$ cat src/rtl/cdr_phase_controller_if.sv
// Vote and step signals between the bang-bang phase detector side and the CDR loop controller.
// The detector side (master) supplies votes; the controller (slave) returns step requests and status.
interface cdr_phase_controller_if #(
  parameter int ACC_W = 6
);
  logic             en;
  logic             vote_valid;
  logic             early;
  logic             late;
  logic             shift_right;
  logic             shift_left;
  logic [3:0]       tap_idx;
  logic [ACC_W-1:0] acc;
  logic             holdoff;
  logic             locked;

  modport master (
    output en, vote_valid, early, late,
    input  shift_right, shift_left, tap_idx, acc, holdoff, locked
  );

  modport slave (
    input  en, vote_valid, early, late,
    output shift_right, shift_left, tap_idx, acc, holdoff, locked
  );
endinterface

$ cat src/rtl/cdr_phase_controller.sv
// CDR loop controller: integrates early/late votes, issues single-cycle tap steps,
// waits for the delay line to settle, and tracks a shadow tap index and lock status.
module cdr_phase_controller #(
  parameter int ACC_W    = 6,
  parameter int THRESH   = 16,
  parameter int HOLDOFF  = 20,
  parameter int LOCK_WIN = 64
) (
  input  logic                     clk,
  input  logic                     rst,
  cdr_phase_controller_if.slave    bus
);

  typedef enum logic {TRACK, HOLD} state_t;

  localparam int HOLD_W  = (HOLDOFF > 1) ? $clog2(HOLDOFF) : 1;
  localparam int LOCK_W  = $clog2(LOCK_WIN + 1);
  localparam int ACC_MAX = (1 <<< (ACC_W - 1)) - 1;
  localparam int ACC_MIN = -(1 <<< (ACC_W - 1));

  state_t                   state, state_next;
  logic signed [ACC_W-1:0]  acc_q, acc_d;
  logic [HOLD_W-1:0]        hold_cnt, hold_d;
  logic [LOCK_W-1:0]        lock_cnt, lock_d;
  logic [3:0]               tap_q, tap_d;
  logic                     sl_q, sl_d;
  logic                     sr_q, sr_d;
  logic                     locked_q, locked_d;
  logic                     holdoff_q, holdoff_d;
  int                       vote;
  int                       acc_sat;

  always_ff @(posedge clk) begin
    if (rst) begin
      state     <= TRACK;
      acc_q     <= '0;
      hold_cnt  <= '0;
      lock_cnt  <= '0;
      tap_q     <= '0;
      sl_q      <= 1'b0;
      sr_q      <= 1'b0;
      locked_q  <= 1'b0;
      holdoff_q <= 1'b0;
    end else begin
      state     <= state_next;
      acc_q     <= acc_d;
      hold_cnt  <= hold_d;
      lock_cnt  <= lock_d;
      tap_q     <= tap_d;
      sl_q      <= sl_d;
      sr_q      <= sr_d;
      locked_q  <= locked_d;
      holdoff_q <= holdoff_d;
    end
  end

  always_comb begin
    state_next = state;
    acc_d      = acc_q;
    hold_d     = hold_cnt;
    lock_d     = lock_cnt;
    tap_d      = tap_q;
    sl_d       = 1'b0;
    sr_d       = 1'b0;
    locked_d   = locked_q;
    holdoff_d  = (state == HOLD);
    vote       = 0;
    acc_sat    = 0;

    if (bus.vote_valid && bus.late && !bus.early) begin
      vote = 1;
    end else if (bus.vote_valid && bus.early && !bus.late) begin
      vote = -1;
    end

    acc_sat = int'(acc_q) + vote;
    if (acc_sat > ACC_MAX) begin
      acc_sat = ACC_MAX;
    end else if (acc_sat < ACC_MIN) begin
      acc_sat = ACC_MIN;
    end

    // The shadow tap follows the pulse the delay line sees on this edge.
    if (bus.en) begin
      tap_d = tap_q + 4'(sl_q) - 4'(sr_q);
      case (state)
        TRACK: begin
          if (acc_sat >= THRESH || acc_sat <= -THRESH) begin
            sl_d       = (acc_sat >= THRESH);
            sr_d       = (acc_sat <= -THRESH);
            acc_d      = '0;
            hold_d     = HOLD_W'(HOLDOFF - 1);
            lock_d     = '0;
            locked_d   = 1'b0;
            state_next = HOLD;
          end else begin
            acc_d = acc_sat[ACC_W-1:0];
            if (lock_cnt != LOCK_W'(LOCK_WIN)) begin
              lock_d = lock_cnt + LOCK_W'(1);
            end
            locked_d = (lock_d == LOCK_W'(LOCK_WIN));
          end
        end
        HOLD: begin
          acc_d = '0;
          if (hold_cnt == '0) begin
            state_next = TRACK;
          end else begin
            hold_d = hold_cnt - HOLD_W'(1);
          end
        end
        default: state_next = TRACK;
      endcase
    end
  end

  assign bus.shift_left  = sl_q;
  assign bus.shift_right = sr_q;
  assign bus.tap_idx     = tap_q;
  assign bus.acc         = acc_q;
  assign bus.holdoff     = holdoff_q;
  assign bus.locked      = locked_q;

endmodule
$ cat src/flat_wrapper.sv
// flat-port wrapper written by rule: the top's interface ports become plain ports
module cdr_phase_controller_flat 
#(
  parameter int ACC_W    = 6,
  parameter int THRESH   = 16,
  parameter int HOLDOFF  = 20,
  parameter int LOCK_WIN = 64
)
  (clk, rst, bus_en, bus_vote_valid, bus_early, bus_late, bus_shift_right, bus_shift_left, bus_tap_idx, bus_acc, bus_holdoff, bus_locked);
  cdr_phase_controller_if #(.ACC_W(ACC_W)) bus_i ();
  input  logic clk;
  input  logic rst;
  input wire logic [$bits(bus_i.en)-1:0] bus_en;
  input wire logic [$bits(bus_i.vote_valid)-1:0] bus_vote_valid;
  input wire logic [$bits(bus_i.early)-1:0] bus_early;
  input wire logic [$bits(bus_i.late)-1:0] bus_late;
  output wire logic [$bits(bus_i.shift_right)-1:0] bus_shift_right;
  output wire logic [$bits(bus_i.shift_left)-1:0] bus_shift_left;
  output wire logic [$bits(bus_i.tap_idx)-1:0] bus_tap_idx;
  output wire logic [$bits(bus_i.acc)-1:0] bus_acc;
  output wire logic [$bits(bus_i.holdoff)-1:0] bus_holdoff;
  output wire logic [$bits(bus_i.locked)-1:0] bus_locked;
  assign bus_i.en = bus_en;
  assign bus_i.vote_valid = bus_vote_valid;
  assign bus_i.early = bus_early;
  assign bus_i.late = bus_late;
  assign bus_shift_right = bus_i.shift_right;
  assign bus_shift_left = bus_i.shift_left;
  assign bus_tap_idx = bus_i.tap_idx;
  assign bus_acc = bus_i.acc;
  assign bus_holdoff = bus_i.holdoff;
  assign bus_locked = bus_i.locked;
  cdr_phase_controller #(.ACC_W(ACC_W), .THRESH(THRESH), .HOLDOFF(HOLDOFF), .LOCK_WIN(LOCK_WIN)) u_core (.clk(clk), .rst(rst), .bus(bus_i));
endmodule
$ cat config.mk
export PLATFORM = sky130hd
export DESIGN_NAME = cdr_phase_controller_flat
export DESIGN_NICKNAME = d
export VERILOG_FILES = /design/src/rtl/cdr_phase_controller_if.sv /design/src/rtl/cdr_phase_controller.sv /design/src/flat_wrapper.sv
export SDC_FILE = /design/constraint.sdc
export NUM_CORES = 1
export LEC_CHECK = 0
export ABC_AREA = 1
export ABC_CLOCK_PERIOD_IN_PS = 7100
export CAP_MARGIN = 15
export CELL_PAD_IN_SITES_DETAIL_PLACEMENT = 1
export CELL_PAD_IN_SITES_GLOBAL_PLACEMENT = 1
export CORE_MARGIN = 4
export CORE_UTILIZATION = 39
export DETAILED_ROUTE_END_ITERATION = 6
export HOLD_SLACK_MARGIN = 0.08
export PLACE_DENSITY = 0.84
export SYNTH_ARGS = -nofsm -noshare
export SYNTH_HDL_FRONTEND = slang
export SYNTH_SLANG_ARGS = --single-unit
$ cat constraint.sdc
create_clock -name clk -period 7.1 [get_ports clk]
set_input_delay 1.42 -clock clk [delete_from_list [all_inputs] [get_ports clk]]
set_output_delay 1.42 -clock clk [all_outputs]
set_load 0.1 [all_outputs]
== After elaboration in Yosys (flattened, before gate mapping) ==
Index checks and enable logic that the tools add are counted.
Operators by class
  multiplexer cells: 18
  order comparisons: 4
  bitwise logic cells: 3
  $add $sub $neg: 5
  reduce and logical (&&, ||, !) cells: 11
  equal/unequal tests: 4
Operators with widths (count)
  2-to-1 mux 32 bit: 4
  2-to-1 mux 7 bit: 5
  adder 6 x 32 -> 32 bit: 1
  >= comparator 32 x 6 -> 1 bit (second input constant): 1
  > comparator 32 x 6 -> 1 bit (second input constant): 1
  less-or-equal comparator 32 x 5 -> 1 bit (second input constant): 1
  < comparator 32 x 6 -> 1 bit (second input constant): 1
  one-hot mux 6 bit (2 select lines): 1
  2-to-1 mux 5 bit: 2
  one-hot mux 5 bit (2 select lines): 1
  adder 7 x 1 -> 7 bit (second input constant): 1
  equality test 7 bit (second input constant): 1
  inequality test 7 bit (second input constant): 1
  2-to-1 mux 6 bit: 1
  logical NOT 5 bit: 1
  subtractor 5 x 1 -> 5 bit (second input constant): 1
  adder 4 x 1 -> 4 bit: 1
  logical AND 1 bit: 4
  OR reduction 4 bit: 1
  subtractor 4 x 1 -> 4 bit: 1
  2-to-1 mux 1 bit: 3
  inverter 1 bit: 3
  AND reduction 3 bit: 1
  logical NOT 1 bit: 2
  other kinds (5): 5
Storage, ports and cells
  output and inout bits: 14
  logic and storage cells: 54
  register bits: 27

== Longest topological paths before layout ==
  depth in word-level cells: 15
  mapped depth: 34

== Worst setup path before layout ==
OpenSTA, ideal clock, no wires.
  path kind: input -> register
  start: input bus_late
  end: register u_core.acc_q[0] (netlist: u_core.bus.acc[0])
  slack: 82 ps
  data required time: 7031 ps
  arrival: 6949 ps
  setup time: 69 ps
  cell stages on the path: 32
  cells stage by stage: inv_1 > nand2_1 > nor2_1 > inv_1 > o21ai_0 > ha_1 > nand3_1 > nand2_1 > nand2_1 > nand2_1 > inv_1 > fa_1 > fa_1 > or2_2 > nor4_1 > nand3_1 > nor2_1 > nand2_1 > ha_1 > inv_1 > buf_4 > nand2_1 > nor4_1 > nand3_1 > nor2_4 > nand3_2 > nand2_2 > nand2_2 > nor2_4 > buf_12 > nand2_2 > a21oi_2
Between the ends
  longest elaborated chain between the ends: 12
  elaborated cells between the ends (all ways): 16
  those cells by class: add/sub: 1; order compare: 4; mux: 6; reduce/logical: 5
Ends and longest elaborated chain
  start, declared: RTL line flat_wrapper.sv:16  | input wire logic [$bits(bus_i.late)-1:0] bus_late;
  logical NOT 1 bit: RTL line cdr_phase_controller.sv:72  | end else if (bus.vote_valid && bus.early && !bus.late) begin
  logical AND 1 bit: RTL line cdr_phase_controller.sv:72
  2-to-1 mux 32 bit: RTL line cdr_phase_controller.sv:72
  2-to-1 mux 32 bit *: RTL line cdr_phase_controller.sv:70  | if (bus.vote_valid && bus.late && !bus.early) begin
  adder 6 x 32 -> 32 bit *: RTL line cdr_phase_controller.sv:76  | acc_sat = int'(acc_q) + vote;
  < comparator 32 x 6 -> 1 bit: RTL line cdr_phase_controller.sv:79  | end else if (acc_sat < ACC_MIN) begin
  2-to-1 mux 32 bit: RTL line cdr_phase_controller.sv:79
  2-to-1 mux 32 bit *: RTL line cdr_phase_controller.sv:77  | if (acc_sat > ACC_MAX) begin
  >= comparator 32 x 6 -> 1 bit / less-or-equal comparator 32 x 5 -> 1 bit (equally long branches): RTL line cdr_phase_controller.sv:88  | if (acc_sat >= THRESH || acc_sat <= -THRESH) begin
  logical OR 1 bit: RTL line cdr_phase_controller.sv:88
  2-to-1 mux 6 bit *: RTL line cdr_phase_controller.sv:88
  one-hot mux 6 bit (2 select lines) *: RTL line cdr_phase_controller.sv:86  | case (state)
  end signal, assigned: RTL line cdr_phase_controller.sv:36  | acc_q <= '0;
  end signal, assigned: RTL line cdr_phase_controller.sv:46  | acc_q <= acc_d;
  end, declared: RTL line cdr_phase_controller.sv:22  | logic signed [ACC_W-1:0] acc_q, acc_d;
Mark *: on every way between the ends. The rest lies on a longest branch, timed or not.
A chain may end at the register's enable or synchronous reset.

== Final worst setup path ==
Ends and elaborated chain as after synthesis.

==> metrics.sh <==
WORST-SETUP-PATH-TYPE='in -> reg'
FINALMAXSLEWVIOLATIONS=0
DRIVE_ABOVE_1_SHARE=0.123
ENDPOINT_KIND='flop'
CPPEAKSTAGEDELAY_PS=490
FMAX_MHz=149
TOTAL_ITERATIONS_OF_THE_FIRST_DETAILED_ROUTING_RUN=4
WORST_R2R_STARTPOINT='u_core.bus.acc[5]'
WL_PER_CELL_MICRONS=14.5
DETAIL_ROUTE.ITER0.VIOLATIONS=77
YOSYS.CELL_COUNT.TOP_TYPE='sky130_fd_sc_hd__nand2_1'
GLOBAL_ROUTE_WIRE_LENGTH_BEFORE_REPAIR_MICRONS=12100
POST_SYNTH_XOR_AREA_FRACTION=0.0264
CTS_BUFFERS=3
CRITICAL_PATH.MAX_FANOUT=11
TIMING.CRITICAL_PATH.SLOWEST_STAGE_CELL='sky130_fd_sc_hd__clkdlybuf4s50_1'
ROUTE.VIAS.TOTAL=2514
DRT_WL_TOTAL_MICRONS=6900
STARTPOINT='bus_late'
POWER_LEAKAGE_nW=1.37
WORST-ENDPOINT-ARRIVAL_PS=6900
SYNTHMUXAREASHARE=0
PLACEABLECOREAREA_SQ_UM=6490
MAX_SLEW_MARGIN=0.299
YS_WARN_COUNT=0
TIGHTESTPINTRANSITION_PS=1050
END_POINT_OF_THE_CRITICAL_PATH='u_core.bus.acc[0]'
STARTPOINT_TYPE='input port'
TIMING.FINAL.CRIT_PERIOD_PS=6710
SYNTH_ENABLE_FLOP_CELLS=0
GRT_UTIL_ALL_LAYERS=0.174
REG2REGPATHDEPTH=27
LARGEST_NET_DEGREE_AT_THE_START_OF_GLOBAL_ROUTING=24
CRITICAL_PATH.N_BUFFERS_INVERTERS=8
CPLARGESTDELAYFAMILY='simple AND/OR/NAND/NOR gates'
AREAGROWTHSYNTHTOFINISH_PCT=13.0
FP.DIEH_MICRONS=90.5
CTS_HOLD_REPAIR.BUFFERS=0
YOSYS.AREA_SHARE.SIMPLE=0.338
CTS_ROOT_BUFFER='sky130_fd_sc_hd__clkbuf_8'
FIN_TNS_SETUP_PS=0
FINALHOLDVIOLATIONS=0
POST-ROUTE-CELL-AREA_SQ_UM=3000
GR-TOTAL-OVERFLOW=0
SYNTH_ADDER_AREA_SHARE=0.214
WORST-PATH-STAGES=32
CLK_PIN_SLEW_PS=100
CAP_VIOLATIONS=0
TRITONCTS='done'
HTREEDEPTH=1
POST_DRT_VIA_CELL_RATIO=5.28
REMAINING_DRCS=0
POST_DP_CELL_AREA_SQ_UM=2920
YS.FLOP_TYPE='sky130_fd_sc_hd__dfxtp_1'
POSTSYNTHCELLCOUNT=376
GPL.FINAL_WEIGHTED_CONGESTION=0.876
SYNTHESIS.AREA_PER_INSTANCE_SQ_UM=7.06
ROUTE.ANTENNA.REMAINING_NETS=0
HPWL_MICRONS=5700
POWERDENSITY_nW_PER_UM2=127
FP.DIEAREA_SQ_UM=8190
WORST-ENDPOINT-REQUIRED_PS=7300
FINAL.PERIOD_UTILIZATION=0.945
CORE.ROWCOUNT=29
REGISTER_TO_REGISTER_SETUP_SLACK_PS=1600
CTS.PATH.MAX_BUFFERS=2
POST-SYNTH-TOP-AREA-FRACTION=0.204
YS_SEQ_ELEMENTS=27
NETLIST_TOP_CELLS_COUNT='sky130_fd_sc_hd__nand2_1, sky130_fd_sc_hd__inv_1, sky130_fd_sc_hd__nor2_1, sky130_fd_sc_hd__nand3_1, sky130_fd_sc_hd__dfxtp_1'
GRT_SETUP_UNREPAIRED='false'
CLKSINKCOUNT=27
FINAL-SETUP-VIOL-COUNT=0
SYNTH_NETS=416
NUMNETS_FINAL=440
IRDROPWORSTVDD_V=0.0000556
FINALCLOCKSKEW_PS=6.83
SYNTH_LARGEST_AREA_CELL='sky130_fd_sc_hd__dfxtp_1'
FLOORPLAN.IO_PINS=20
DIE_WIDTH_MICRONS=90.5
NETLIST_AREA_SQ_UM=2660
SYNTHARSTFLOPSHARE=0
SYNTH_AREA_IN_COMPOUND_GATES=0.107
MAIN_COMBINATIONAL_CELL_FAMILY_BY_AREA_AFTER_SYNTHESIS='simple AND/OR/NAND/NOR gates'
MIN-DELAY-PATH-CLASS='reg -> reg'
POST_SYNTH_MAIN_AREA_CONTRIBUTORS='sky130_fd_sc_hd__dfxtp_1, sky130_fd_sc_hd__fa_1, sky130_fd_sc_hd__nand2_1'
INITIAL_CORE_UTIL=0.409
SYNTH_SEQ_AREA_SHARE=0.204
TIMING.RR.END='u_core.bus.acc[0]'
HOLD_PATH_DEPTH=2
GRT_PASS1_VIAS=2594
LIBRARY_CELLS_USED_BY_SYNTHESIS=32
PORTBUFFERS=19
TOTAL_POWER_mW=0.380
NUMBER_OF_ANTENNA_VIOLATIONS_AT_THE_FIRST_CHECK_IN_GLOBAL_ROUTING=0
ANTENNA_CELLS=0
WORST_SKEW_PAIR.LATE_LATENCY_PS=280
RUN_STATUS='complete, no violations'
## cells in the final DEF (no fill, tap or decap), drive strengths merged
| cell | synthesis | layout |
|---|---|---|
| a211oi | 1 | 1 |
| a21oi | 28 | 28 |
| buf | 4 | 6 |
| clkbuf | 1 | 3 |
| clkdlybuf4s50 | 0 | 19 |
| clkinv | 1 | 1 |
| clkinvlp | 0 | 1 |
| dfxtp | 27 | 27 |
| fa | 19 | 19 |
| ha | 15 | 15 |
| inv | 63 | 63 |
| nand2 | 99 | 99 |
| nand3 | 32 | 32 |
| nand4 | 10 | 10 |
| nor2 | 34 | 34 |
| nor3 | 8 | 8 |
| nor4 | 6 | 6 |
| o211ai | 2 | 2 |
| o21ai | 11 | 11 |
| o31ai | 3 | 3 |
| or2 | 3 | 3 |
| xnor2 | 3 | 3 |
| xor2 | 5 | 5 |
## tightest hold or removal path: cells and delay by family, from the launching register on
family / cells / cell delay [ps]
compound gates: 1 / 50
simple gates: 1 / 60
flops: 1 / 330
## sequential cells by signal, indices dropped and copies added, names as in the netlist
name                    flops
u_core.bus.locked           1
u_core.bus.shift_right      1
u_core.hold_cnt             5
u_core.bus.tap_idx          4
u_core.bus.acc              6
u_core.lock_cnt             7
u_core.bus.holdoff          1
u_core.holdoff_d            1
u_core.bus.shift_left       1
## cell families after synthesis
kind of cell	after synthesis
AO/OA/AOI/OAI	45
XOR/XNOR	8
AND/OR/NAND/NOR	192
buffers and inverters	70
adder cells (fa/ha/maj)	34
flip-flops	27
## cell type report
cell class,instances,area [sq um]
flip-flops and latches,27,541
clock inverters,1,7.51
repair buffers,25,248
inverters,64,240
well taps,77,96.3
fillers,862,3500
clock buffers,3,41.3
multi-input cells,279,1830
## stage by stage
stage	instances	utilization	setup slack, ps	hold WS [ps]
floorplan	376	-	82.4	453
global placement	470	0.449	216	454
detailed placement	470	0.449	-112	460
CTS	474	0.457	142	477
global route	476	0.462	57.8	496
finish	476	0.462	391	473
## report_power, final
group | switching, mW | internal, mW
Combinational | 0.0854 | 0.0386
Clock | 0.0517 | 0.0399
Sequential | 0.00605 | 0.158
## per-layer routing
layer,share of wire,up-vias,GRT usage
met2,0.50,23,0.314
li1,-,1245,-
met3,0.015,6,0.0175
met5,0,-,0
met1,0.48,1240,0.221
met4,0.0074,0,0.0395
## how the worst min path moves through the flow
| stage | from | endpoint |
|---|---|---|
| after floorplan | u_core.hold_cnt[4] | u_core.hold_cnt[4] |
| after global placement | u_core.bus.locked | u_core.bus.locked |
| after detailed placement | u_core.bus.locked | u_core.bus.locked |
| after CTS | u_core.bus.locked | u_core.bus.locked |
| after global routing | u_core.bus.locked | u_core.bus.locked |
| final | u_core.bus.locked | u_core.bus.locked |
## what timing repair did
action	in CTS	in global routing
gates resized for setup	0	2
endpoints found under the setup margin	0	20
setup buffers	0	2
Power figures use the tool's default switching activity.
